File: config.mk
export PLATFORM = sky130hd
export DESIGN_NAME = mdu
export DESIGN_NICKNAME = d
export VERILOG_FILES = /design/src/rtl/mdu_pkg.sv /design/src/rtl/mdu_iter.sv /design/src/rtl/mdu.sv
export SDC_FILE = /design/constraint.sdc
export NUM_CORES = 1
export LEC_CHECK = 0
export CAP_MARGIN = 5
export CORE_MARGIN = 2
export CORE_UTILIZATION = 61
export CTS_CLUSTER_DIAMETER = 100
export DETAILED_ROUTE_END_ITERATION = 8
export GPL_TIMING_DRIVEN = 0
export MAX_ROUTING_LAYER = met4
export PLACE_DENSITY = 0.88
export SLEW_MARGIN = 5
export SYNTH_ARGS = -nofsm -noshare
export SYNTH_HDL_FRONTEND = slang
export SYNTH_SLANG_ARGS = --single-unit
File: constraint.sdc
create_clock -name clk -period 4.1 [get_ports clk]
set_input_delay 0.82 -clock clk [delete_from_list [all_inputs] [get_ports clk]]
set_output_delay 0.82 -clock clk [all_outputs]
set_load 0.02 [all_outputs]
File: src/rtl/mdu_pkg.sv
// Shared definitions for the iterative multiply/divide unit: R-type funct
// codes for the HI/LO instructions and small decode helpers.
package mdu_pkg;

    localparam logic [5:0] FUNCT_MFHI  = 6'h10;
    localparam logic [5:0] FUNCT_MTHI  = 6'h11;
    localparam logic [5:0] FUNCT_MFLO  = 6'h12;
    localparam logic [5:0] FUNCT_MTLO  = 6'h13;
    localparam logic [5:0] FUNCT_MULT  = 6'h18;
    localparam logic [5:0] FUNCT_MULTU = 6'h19;
    localparam logic [5:0] FUNCT_DIV   = 6'h1a;
    localparam logic [5:0] FUNCT_DIVU  = 6'h1b;

    function automatic logic is_start_funct(input logic [5:0] f);
        return (f == FUNCT_MULT) || (f == FUNCT_MULTU) ||
               (f == FUNCT_DIV)  || (f == FUNCT_DIVU);
    endfunction

    // Every funct that touches HI/LO and therefore must wait for the unit.
    function automatic logic is_mdu_funct(input logic [5:0] f);
        return is_start_funct(f) ||
               (f == FUNCT_MFHI) || (f == FUNCT_MTHI) ||
               (f == FUNCT_MFLO) || (f == FUNCT_MTLO);
    endfunction

endpackage

File: src/rtl/mdu_iter.sv
// Radix-2 datapath: unsigned shift-add multiply or restoring shift-subtract
// divide on magnitudes, one step per cycle while step is high.
module mdu_iter #(
    parameter int XLEN = 32
) (
    input  logic              clk,
    input  logic              rst,
    input  logic              load,
    input  logic              step,
    input  logic              is_div,
    input  logic [XLEN-1:0]   a,
    input  logic [XLEN-1:0]   b,
    output logic [2*XLEN-1:0] result
);

    // acc holds {partial product, multiplier} for mul and {remainder, dividend/quotient} for div.
    logic [2*XLEN-1:0] acc;
    logic [XLEN-1:0]   operand;
    logic              div_mode;

    logic [XLEN:0]     mul_sum;
    logic [XLEN:0]     div_part;
    logic [XLEN:0]     div_diff;
    logic [2*XLEN-1:0] acc_next;

    always_comb begin
        mul_sum  = {1'b0, acc[2*XLEN-1:XLEN]} + (acc[0] ? {1'b0, operand} : '0);
        div_part = acc[2*XLEN-1:XLEN-1];
        div_diff = div_part - {1'b0, operand};
        acc_next = acc;
        if (div_mode) begin
            if (div_part >= {1'b0, operand}) begin
                acc_next = {div_diff[XLEN-1:0], acc[XLEN-2:0], 1'b1};
            end else begin
                acc_next = {acc[2*XLEN-2:0], 1'b0};
            end
        end else begin
            acc_next = {mul_sum, acc[XLEN-1:1]};
        end
    end

    always_ff @(posedge clk or negedge rst) begin
        if (!rst) begin
            acc      <= '0;
            operand  <= '0;
            div_mode <= 1'b0;
        end else if (load) begin
            acc      <= {{XLEN{1'b0}}, (is_div ? a : b)};
            operand  <= is_div ? b : a;
            div_mode <= is_div;
        end else if (step) begin
            acc      <= acc_next;
        end
    end

    assign result = acc;

endmodule

File: src/rtl/mdu.sv
// Multiply/divide unit: accepts MULT/MULTU/DIV/DIVU into private HI/LO,
// serves MTHI/MTLO/MFHI/MFLO, and stalls upstream while an operation runs.
module mdu
    import mdu_pkg::*;
#(
    parameter  int XLEN  = 32,
    localparam int CNT_W = $clog2(XLEN) + 1
) (
    input  logic            clk,
    input  logic            rst,
    input  logic            valid,
    input  logic [5:0]      funct,
    input  logic [XLEN-1:0] rrs,
    input  logic [XLEN-1:0] rrt,
    input  logic            cancel,
    output logic            busy,
    output logic            stall,
    output logic            done,
    output logic [XLEN-1:0] rslt,
    output logic [1:0]      dbg_state
);

    typedef enum logic [1:0] {
        S_IDLE = 2'd0,
        S_RUN  = 2'd1,
        S_FIX  = 2'd2
    } state_t;

    state_t state, state_next;

    logic [CNT_W-1:0]  cnt;
    logic [XLEN-1:0]   hi, lo;
    logic              neg_q, neg_r, div_q, dz_q, done_q;

    logic              start_ok, op_signed, op_div, sa, sb;
    logic [XLEN-1:0]   mag_a, mag_b;
    logic [2*XLEN-1:0] raw, prod;
    logic [XLEN-1:0]   quo, rem, fix_hi, fix_lo;

    // Handshake: an instruction is consumed on the edge where valid=1 and
    // stall=0; while stall=1 upstream holds funct/operands unchanged.
    assign busy      = (state != S_IDLE);
    assign stall     = valid && is_mdu_funct(funct) && busy;
    assign done      = done_q;
    assign rslt      = (funct == FUNCT_MFHI) ? hi : lo;
    assign dbg_state = state;

    assign start_ok  = (state == S_IDLE) && valid && !cancel && is_start_funct(funct);
    assign op_signed = (funct == FUNCT_MULT) || (funct == FUNCT_DIV);
    assign op_div    = (funct == FUNCT_DIV) || (funct == FUNCT_DIVU);
    assign sa        = op_signed && rrs[XLEN-1];
    assign sb        = op_signed && rrt[XLEN-1];
    assign mag_a     = sa ? -rrs : rrs;
    assign mag_b     = sb ? -rrt : rrt;

    mdu_iter #(.XLEN(XLEN)) u_iter (
        .clk    (clk),
        .rst    (rst),
        .load   (start_ok),
        .step   (state == S_RUN),
        .is_div (op_div),
        .a      (mag_a),
        .b      (mag_b),
        .result (raw)
    );

    // Sign correction; divide by zero keeps the all-ones quotient unsigned.
    always_comb begin
        prod   = neg_q ? -raw : raw;
        quo    = raw[XLEN-1:0];
        rem    = raw[2*XLEN-1:XLEN];
        fix_hi = prod[2*XLEN-1:XLEN];
        fix_lo = prod[XLEN-1:0];
        if (div_q) begin
            fix_lo = dz_q ? '1 : (neg_q ? -quo : quo);
            fix_hi = neg_r ? -rem : rem;
        end
    end

    always_comb begin
        state_next = state;
        case (state)
            S_IDLE:  if (start_ok) state_next = S_RUN;
            S_RUN: begin
                if (cancel)                          state_next = S_IDLE;
                else if (cnt == CNT_W'(XLEN - 1))    state_next = S_FIX;
            end
            S_FIX:   state_next = S_IDLE;
            default: state_next = S_IDLE;
        endcase
    end

    always_ff @(posedge clk or negedge rst) begin
        if (!rst) state <= S_IDLE;
        else      state <= state_next;
    end

    always_ff @(posedge clk or negedge rst) begin
        if (!rst) begin
            cnt    <= '0;
            hi     <= '0;
            lo     <= '0;
            neg_q  <= 1'b0;
            neg_r  <= 1'b0;
            div_q  <= 1'b0;
            dz_q   <= 1'b0;
            done_q <= 1'b0;
        end else begin
            done_q <= 1'b0;
            case (state)
                S_IDLE: begin
                    if (start_ok) begin
                        cnt   <= '0;
                        neg_q <= sa ^ sb;
                        neg_r <= sa;
                        div_q <= op_div;
                        dz_q  <= (rrt == '0);
                    end else if (valid && funct == FUNCT_MTHI) begin
                        hi <= rrs;
                    end else if (valid && funct == FUNCT_MTLO) begin
                        lo <= rrs;
                    end
                end
                S_RUN: cnt <= cnt + CNT_W'(1);
                S_FIX: begin
                    if (!cancel) begin
                        hi     <= fix_hi;
                        lo     <= fix_lo;
                        done_q <= 1'b1;
                    end
                end
                default: ;
            endcase
        end
    end

endmodule

### Word-level counts from Yosys, hierarchy flattened

Index checks and enable logic that the tools add are counted.

* equality and inequality tests: 18
* $lt $le $gt $ge: 1
* div/mod/pow operators: 0
* shift operators: 0
* $mul: 0
* reduce and logical (&&, ||, !) cells: 30
* $add $sub $neg: 8
* mux-type cells: 33
* bitwise logic cells: 1

Operators by type and width (number)
* $mux W32: 18
* $mux W64: 5
* $neg A32 Y32: 4
* $pmux W32 S2: 2
* $neg A64 Y64: 1
* $eq A6 B5 Y1 const B: 9
* $add A32 B32 Y33: 1
* $ge A33 B32 Y1: 1
* $logic_not A32 Y1: 1
* $sub A32 B32 Y32: 1
* $pmux W6 S2: 1
* $logic_and A1 B1 Y1: 9
* $logic_or A1 B1 Y1: 9
* $ne A2 B2 Y1 const B: 4
* $reduce_bool A2 Y1: 4
* $add A6 B1 Y6 const B: 1
* $mux W2: 3
* $mux W6: 1
* $reduce_and A2 Y1: 3
* $reduce_and A5 Y1: 1
* $ne A2 B1 Y1 const B: 2
* $pmux W2 S2: 1
* $reduce_and A4 Y1: 1
* $ne A3 B3 Y1 const B: 1
* other kinds (6): 7

* logic and storage cells: 103
* bits of input ports: 74
* register bits: 174
* memories kept: 0
* bits in writable memories: 0
* ROM bits: 0
* bits in latches: 0

### Depth between registers and ports, before layout

Gate-level depths: netlist (run 1).

* depth in word-level cells: 10
* mapped depth: 15
* mapped depth without buffers: 14

### Hierarchy

A second synthesis (run 1) with hierarchy kept.

* cell total of the unflattened synthesis: 1982
* area, all modules: 16027.9 um2

By module, submodules not included
* mdu_iter: area an instance 9023.7 um2, times used 1, cells each 1079, sequential area each 2427.3 um2
* mdu: area an instance 7004.2 um2, times used 1, cells each 903, sequential area each 1926.8 um2

### Least setup slack after synthesis (run 1)

OpenSTA, ideal clock, no wires.

* path kind: flip-flop to flip-flop
* start: reg u_iter.acc[0], in the netlist u_iter.result[0]
* end: reg u_iter.acc[62], in the netlist u_iter.result[62]
* cell stages (with the launch flop): 15
* clock period less this slack: 3259 ps
* required time: 4013 ps
* path buffers: 1
* path slack: 841 ps
* data arrival time: 3172 ps
* setup time: 87 ps
* path through: dfrtp_1 > inv_1 > clkbuf_1 > nor2_1 > ha_1 > a21oi_1 > o21ai_0 > o31ai_1 > o21ai_0 > a41oi_1 > o21ai_0 > a41oi_1 > xnor2_1 > o221ai_1 > a22oi_1

* word-level cells in the longest chain between the ends: 5

RTL lines
* start, declared: line mdu_iter.sv:17 `logic [2*XLEN-1:0] acc;`
* start signal, assigned: line mdu_iter.sv:48 `acc <= {{XLEN{1'b0}}, (is_div ? a : b)};`
* start signal, assigned: line mdu_iter.sv:52 `acc <= acc_next;`
* $mux W32: line mdu_iter.sv:27 `mul_sum = {1'b0, acc[2*XLEN-1:XLEN]} + (acc[0] ? {1'b0, operand} : '0);`
* $add A32 B32 Y33: line mdu_iter.sv:27
* $mux W64: line mdu_iter.sv:31 `if (div_mode) begin`
* $mux W64: line mdu_iter.sv:51 `end else if (step) begin`
* $mux W64: line mdu_iter.sv:47 `end else if (load) begin`

No other way between the ends. The select of a mux whose other input is x is not followed.
A chain may end at the register's enable or synchronous reset.

### Worst setup path in the final report (run 1)

* start: reg u_iter.acc[31], in the netlist u_iter.result[31]
* end: reg u_iter.acc[63], in the netlist u_iter.result[63]

* word-level cells in the longest chain between the ends: 5
* elaborated cells on any way between the ends: 6
* classes of those cells: 1 x add/sub; 1 x order compare; 4 x mux

RTL lines
* $sub A32 B32 Y32 / $ge A33 B32 Y1 (equally long branches): line mdu_iter.sv:29, mdu_iter.sv:32
* $mux W64 (*): line mdu_iter.sv:32 `if (div_part >= {1'b0, operand}) begin`
* $mux W64 (*): line mdu_iter.sv:31
* $mux W64 (*): line mdu_iter.sv:51
* $mux W64 (*): line mdu_iter.sv:47

Mark *: on every way between the ends. The rest lies on a longest branch, timed or not. The select of a mux whose other input is x is not followed.

==> qor.yml, run 1 <==
track_usage_pct: 47.0
status: "complete, no violations"
crit_start: "u_iter.result[31]"
fin_setup_tns_ps: 0
skew_ps: 19.8
total_power_mw: 11.1
port_buffers: 107
wl_per_cell_um: 24.6
ys_async_sr_fraction_pct: 100
cp.arrival_ps: 4340
gr-total-overflow: 0
dieArea_sq_um: 26600
cp.required_ps: 4400
synth_area_leaders: "dfrtp_1 28%, o21ai_0 7.5%, a21oi_1 6.0%, nand2_1 5.9%, xnor2_1 5.9%"
path_clk_slew_ps: 90
reg2reg_from: "u_iter.result[31]"
clk_latency_ps: 450
drt_iter0_drc: 2518
area_delta_synth_final_pct: 14.5
ant_nets: 0
synth_nets: 2161
finalNetCount: 2291
period_share_pct: 98.4
reg2reg_depth: 11
drtPass1Iterations: 9
routed_wl_mm: 61.2
grt_pass1_wl_mm: 92.1
cts_tree: "yes"
grt_max_degree: 104
hold_buffers: 0
dp.cells: 2454
via_per_inst: 6.86
period_needed_ps: 4030
cap_violations: 0
start_kind: "register"
rsz0062_at_grt: "no"
ys_ff_latch: 174
cts_inserted_buffers: 17
synthFlopType: "dfrtp_1"
critPathMaxStageDelay_ps: 700
yosysWarnings: 0
fmax_mhz: 248
diodes: 0
die_x_um: 163
worst_slew_pin_slew_ps: 944
synth_edf_count: 0
clock_path_buffers: 2
drv_slew: 0
synth_most_common_cell: "nand2_1"
cts.htree.levels: 4
antenna_found_initial: 0
core_sq_um: 25000
initial_core_util_pct: 61.7
drc_errors: 0
finalHoldViolations: 0
power_density_nw_per_um2: 627
slowest_stage: "a2111oi_1"
dp_hpwl_mm: 47.4
dpl-instance-area_sq_um: 17000
design_area_sq_um: 17700
die_height_um: 163
ir_drop_mv: 0.459
grt_pass1_vias: 15900
seq_area_frac_synth_pct: 28.2
hold_class: "input pin to asynchronous set/reset pin"
critPathCaptureType: "register"
fin_cells: 2489
synth.largest_area_cell: "dfrtp_1"
ys_types: 74
cp-endpoint: "u_iter.result[63]"
maxSlewHeadroom_pct: 36.9
setup_viol_count_final: 0
reg2reg_to: "u_iter.result[63]"
crit_type: "register to register"
synthCells: 2016
ys_top_cells_by_count: "244 x nand2_1, 230 x o21ai_0, 186 x a21oi_1"
synth_area_sq_um: 15400
clock_sinks: 174
path_cells: "inv_1, ha_1, nor2b_1, o2111ai_1, and3_1, o311ai_2, a211oi_1, o21ai_2, nand2_1, a2111oi_1, o31ai_1"
num_vias: 17100
cts_root_buf: "clkbuf_16"
num_rows: 58
gp_congestion: 1.03
yosysTopAreaCellShare_pct: 28.2
r2r_slack_ps: 70
leakagePower_nw: 7.23
cp_max_fo: 7
drive_gt1_share_pct: 5.93
syn-mean-instance-area_sq_um: 7.66
io_pins: 111
[where the power goes]
group	switching, mW	total, mW	leakage, nW	internal [mW]
Combinational	3.84	6.35	4.76	2.51
Clock	0.872	1.76	0.295	0.893
Sequential	0.794	2.97	2.18	2.18
[metal layers]
| layer | routed length (um) | vias to the layer above | share of wire [%] | global-route usage, % |
|---|---|---|---|---|
| met2 | 25200 | 1368 | 41 | 66.3 |
| met1 | 24000 | 7984 | 39 | 63.7 |
| li1 | - | 7486 | - | - |
| met4 | 3320 | 0 | 5.4 | 21.2 |
| met3 | 8690 | 236 | 14 | 11.5 |
| met5 | 0 | - | 0 | - |
[layout by cell type, fill, tap and decap left out, types with 11 or more instances in the layout]
cell type	Yosys	layout
a31oi_1	11	11
nand4_1	18	18
ha_1	69	69
mux2i_1	59	59
mux2_2	34	34
a21oi_1	186	185
and3_1	16	16
nand2b_1	27	27
o211ai_1	39	39
o21bai_1	13	13
o22ai_1	28	28
a21o_1	23	23
nor2_1	181	181
nand2_1	244	244
nand3_1	28	27
o31ai_1	27	25
xor2_1	69	69
o21ai_0	230	226
dfrtp_1	174	173
clkdlybuf4s50_1	0	106
or3_1	11	11
nor4_1	23	23
buf_1	13	11
clkbuf_16	0	17
inv_1	68	68
clkbuf_1	114	108
a22oi_1	18	18
nor3_1	35	34
xnor2_1	104	103
[cells by family after synthesis]
| family | count (synthesis) | synth area share (%) |
|---|---|---|
| adders and majority gates | 71 | 5.85 |
| buffers and inverters | 201 | 4.95 |
| AOI/OAI and AO/OA | 665 | 25.8 |
| and+or+nand+nor | 639 | 19.1 |
| muxes | 93 | 6.30 |
| xor gates and xnor gates | 173 | 9.81 |
| DFF | 174 | 28.2 |
[repair_timing]
item | 4_1_cts | 5_1_grt
gates cloned | 0 | 0
pin swaps | 0 | 2
endpoints found under the setup margin | 40 | 39
resized for setup | 11 | 22
setup buffers | 0 | 3
[flip-flops by register name, summed over array words and instances (netlist names)]
signal           cells
u_iter.result       64
hi                  32
lo                  32
u_iter.operand      32
cnt                  6
dbg_state            2
div_q                1
done                 1
dz_q                 1
neg_q                1
neg_r                1
u_iter.div_mode      1
[worst min-delay path by stage]
stage               startpoint                end  slack [ps]  depth (start not counted)
floorplan                lo[0]              lo[0]         440                          2
global placement        lo[20]             lo[20]         460                          2
detailed placement       lo[7]              lo[7]         460                          2
CTS                        rst  u_iter.result[37]         340                          1
global route               rst  u_iter.result[37]         350                          1
finish                     rst  u_iter.result[37]         290                          1
[metrics by stage]
step	utilization, %	setup WS (ps)	hold slack [ps]
after detailed placement	67.7	-314	465
after global routing	70.6	5.92	354
after global placement	67.6	-4980	456
after floorplan	-	841	444
final	70.6	67.5	294
after CTS	70.3	8.84	336
[cell type report]
cell class | instances | area (sq um)
repair buffers | 111 | 1130
plain buffers | 133 | 522
clock buffers | 18 | 439
clock inverters | 14 | 168
inverters | 68 | 255
fillers | 2108 | 7350
multi-input cells | 1641 | 10400
flip-flops and latches | 174 | 4360
well taps | 330 | 413
[worst max-delay path, delay by kind of cell, from the launching register on]
family	cells	cell delay, ps
flip-flops	1	540
buffers and inverters	1	200
adder cells (fa/ha/maj)	1	260
AND/OR/NAND/NOR	3	690
AO/OA/AOI/OAI	6	2200
(Power assumes the default switching activity.)
==> inputs of run 2 (changes only) <==
- CORE_ASPECT_RATIO: default -> 0.7
- CORE_UTILIZATION: 61 -> 40
- PLACE_DENSITY: 0.88 -> 0.64
==> qor.yml, run 2 (synthesis gave the netlist of run 1 again) <==
hold_buffers: 0
clock_sinks: 174
path_clk_slew_ps: 70
clk_latency_ps: 470
wl_per_cell_um: 25.5
crit_start: "rrt[0]"
postLayoutCoreUtil_pct: 46.9
grt_pass1_vias: 15000
finalHoldViolations: 0
cts_inserted_buffers: 17
leakagePower_nw: 7.27
fin_cells: 2654
start_kind: "input pin"
die_height_um: 168
drtPass1Iterations: 5
initial_core_util_pct: 40.4
final_common_cell: "nand2_1"
fill_cells: 3843
num_rows: 60
setup_viol_count_final: 0
regArea_sq_um: 4360
crit_type: "input pin to register"
period_needed_ps: 4000
hold_class: "input pin to asynchronous set/reset pin"
port_buffers: 107
dpl-instance-area_sq_um: 17200
mostFrequentLayoutCells: "244 x nand2_1, 224 x o21ai_0, 186 x a21oi_1, 181 x nor2_1, 173 x dfrtp_1"
ant_nets: 0
total_power_mw: 11.3
io_pins: 111
cts_tree: "yes"
status: "complete, no violations"
skew_ps: 15.2
area_delta_synth_final_pct: 16.1
maxSlewHeadroom_pct: 38.5
dieArea_sq_um: 40200
routed_wl_mm: 67.8
finalNetCount: 2290
r2r_slack_ps: 190
die_x_um: 239
design_area_sq_um: 17900
power_density_nw_per_um2: 630
diodes: 0
core_sq_um: 38200
reg2reg_from: "u_iter.result[0]"
cts_root_buf: "clkbuf_16"
cts.htree.levels: 4
gr-total-overflow: 0
grt_max_degree: 105
rsz0062_at_grt: "no"
reg2reg_depth: 14
reg2reg_to: "u_iter.result[61]"
cp_max_fo: 5
critPathCaptureType: "register"
drv_slew: 0
largest_register_ffs: 64
dp.cells: 2620
drive_gt1_share_pct: 6.21
antenna_found_initial: 0
gp_congestion: 1.03
via_per_inst: 6.27
grt_pass1_wl_mm: 99.3
worst_slew_pin_slew_ps: 922
period_share_pct: 97.6
cp.arrival_ps: 4410
multi_input_area_sq_um: 10500
ir_drop_mv: 0.311
num_vias: 16600
cp.required_ps: 4500
drt_iter0_drc: 2379
fmax_mhz: 250
drc_errors: 0
cap_violations: 0
track_usage_pct: 34.4
clock_path_buffers: 2
dp_hpwl_mm: 54.1
-- run 2: cell types whose count changed in the layout (fill, tap and decap cells not counted), moves of 2 or more --
cell,delta
buf_2,-2
clkbuf_2,+2
inv_8,+2
o21ai_0,-2
xnor2_1,-2
xnor2_2,+2
-- run 2: area by class of cell --
| type | instances | share of cell area [%] |
|---|---|---|
| buffer | 132 | 2.89 |
| clock buffer | 18 | 2.45 |
| clock inverter | 14 | 0.928 |
| inverter | 68 | 1.42 |
| multi-input combinational | 1641 | 58.3 |
| sequential | 174 | 24.3 |
| tap | 496 | 3.46 |
| timing repair buffer | 111 | 6.28 |
-- run 2: worst max-delay path, cell delays in order --
cell and delay, ps:
clkdlybuf4s50_1 590, nor4_1 840, nand2_1 240, or2_4 330, nor2_4 120, nand2_2 70
or4_4 440, nor4_2 360, o21ai_1 130, mux2i_1 260, mux2_2 200
-- run 2: worst max path at each step --
| stage | to | slack [ps] |
|---|---|---|
| after floorplan | u_iter.result[62] | 840 |
| after global routing | u_iter.operand[31] | 10 |
| after global placement | cnt[0] | -5440 |
| after CTS | rslt[6] | 1 |
| after detailed placement | u_iter.result[63] | -420 |
| final | u_iter.operand[31] | 100 |
-- run 2: where the power goes --
part	internal [mW]	total, mW	switching (mW)	leakage, nW
registers	2.18	3.05	0.871	2.18
clock network	0.893	1.76	0.865	0.300
logic	2.51	6.49	3.98	4.80
total	5.58	11.3	5.71	7.27
-- run 2: stage by stage --
step | worst slack, ps | TNS (ps) | hold WS [ps]
2_1_floorplan | 841 | 0 | 444
3_3_place_gp | -5440 | -949820 | 456
3_5_place_dp | -418 | -8740 | 463
4_1_cts | 1.26 | 0 | 327
5_1_grt | 10.0 | 0 | 345
6_report | 97.3 | 0 | 304
-- run 2: layer usage --
layer  wire (um)  up-vias  global-route usage (%)
li1            -     7488                       -
met1       32200     8115                    52.2
met2       25900      954                    43.4
met3        8240       83                    10.1
met4        1420        0                    7.74
met5           0        -                       -
-- run 2: repair_timing --
action                     in CTS  in global routing
pin swaps                       1                  1
buffers inserted                1                  2
resized for setup              11                 31
setup endpoints to repair      55                 64
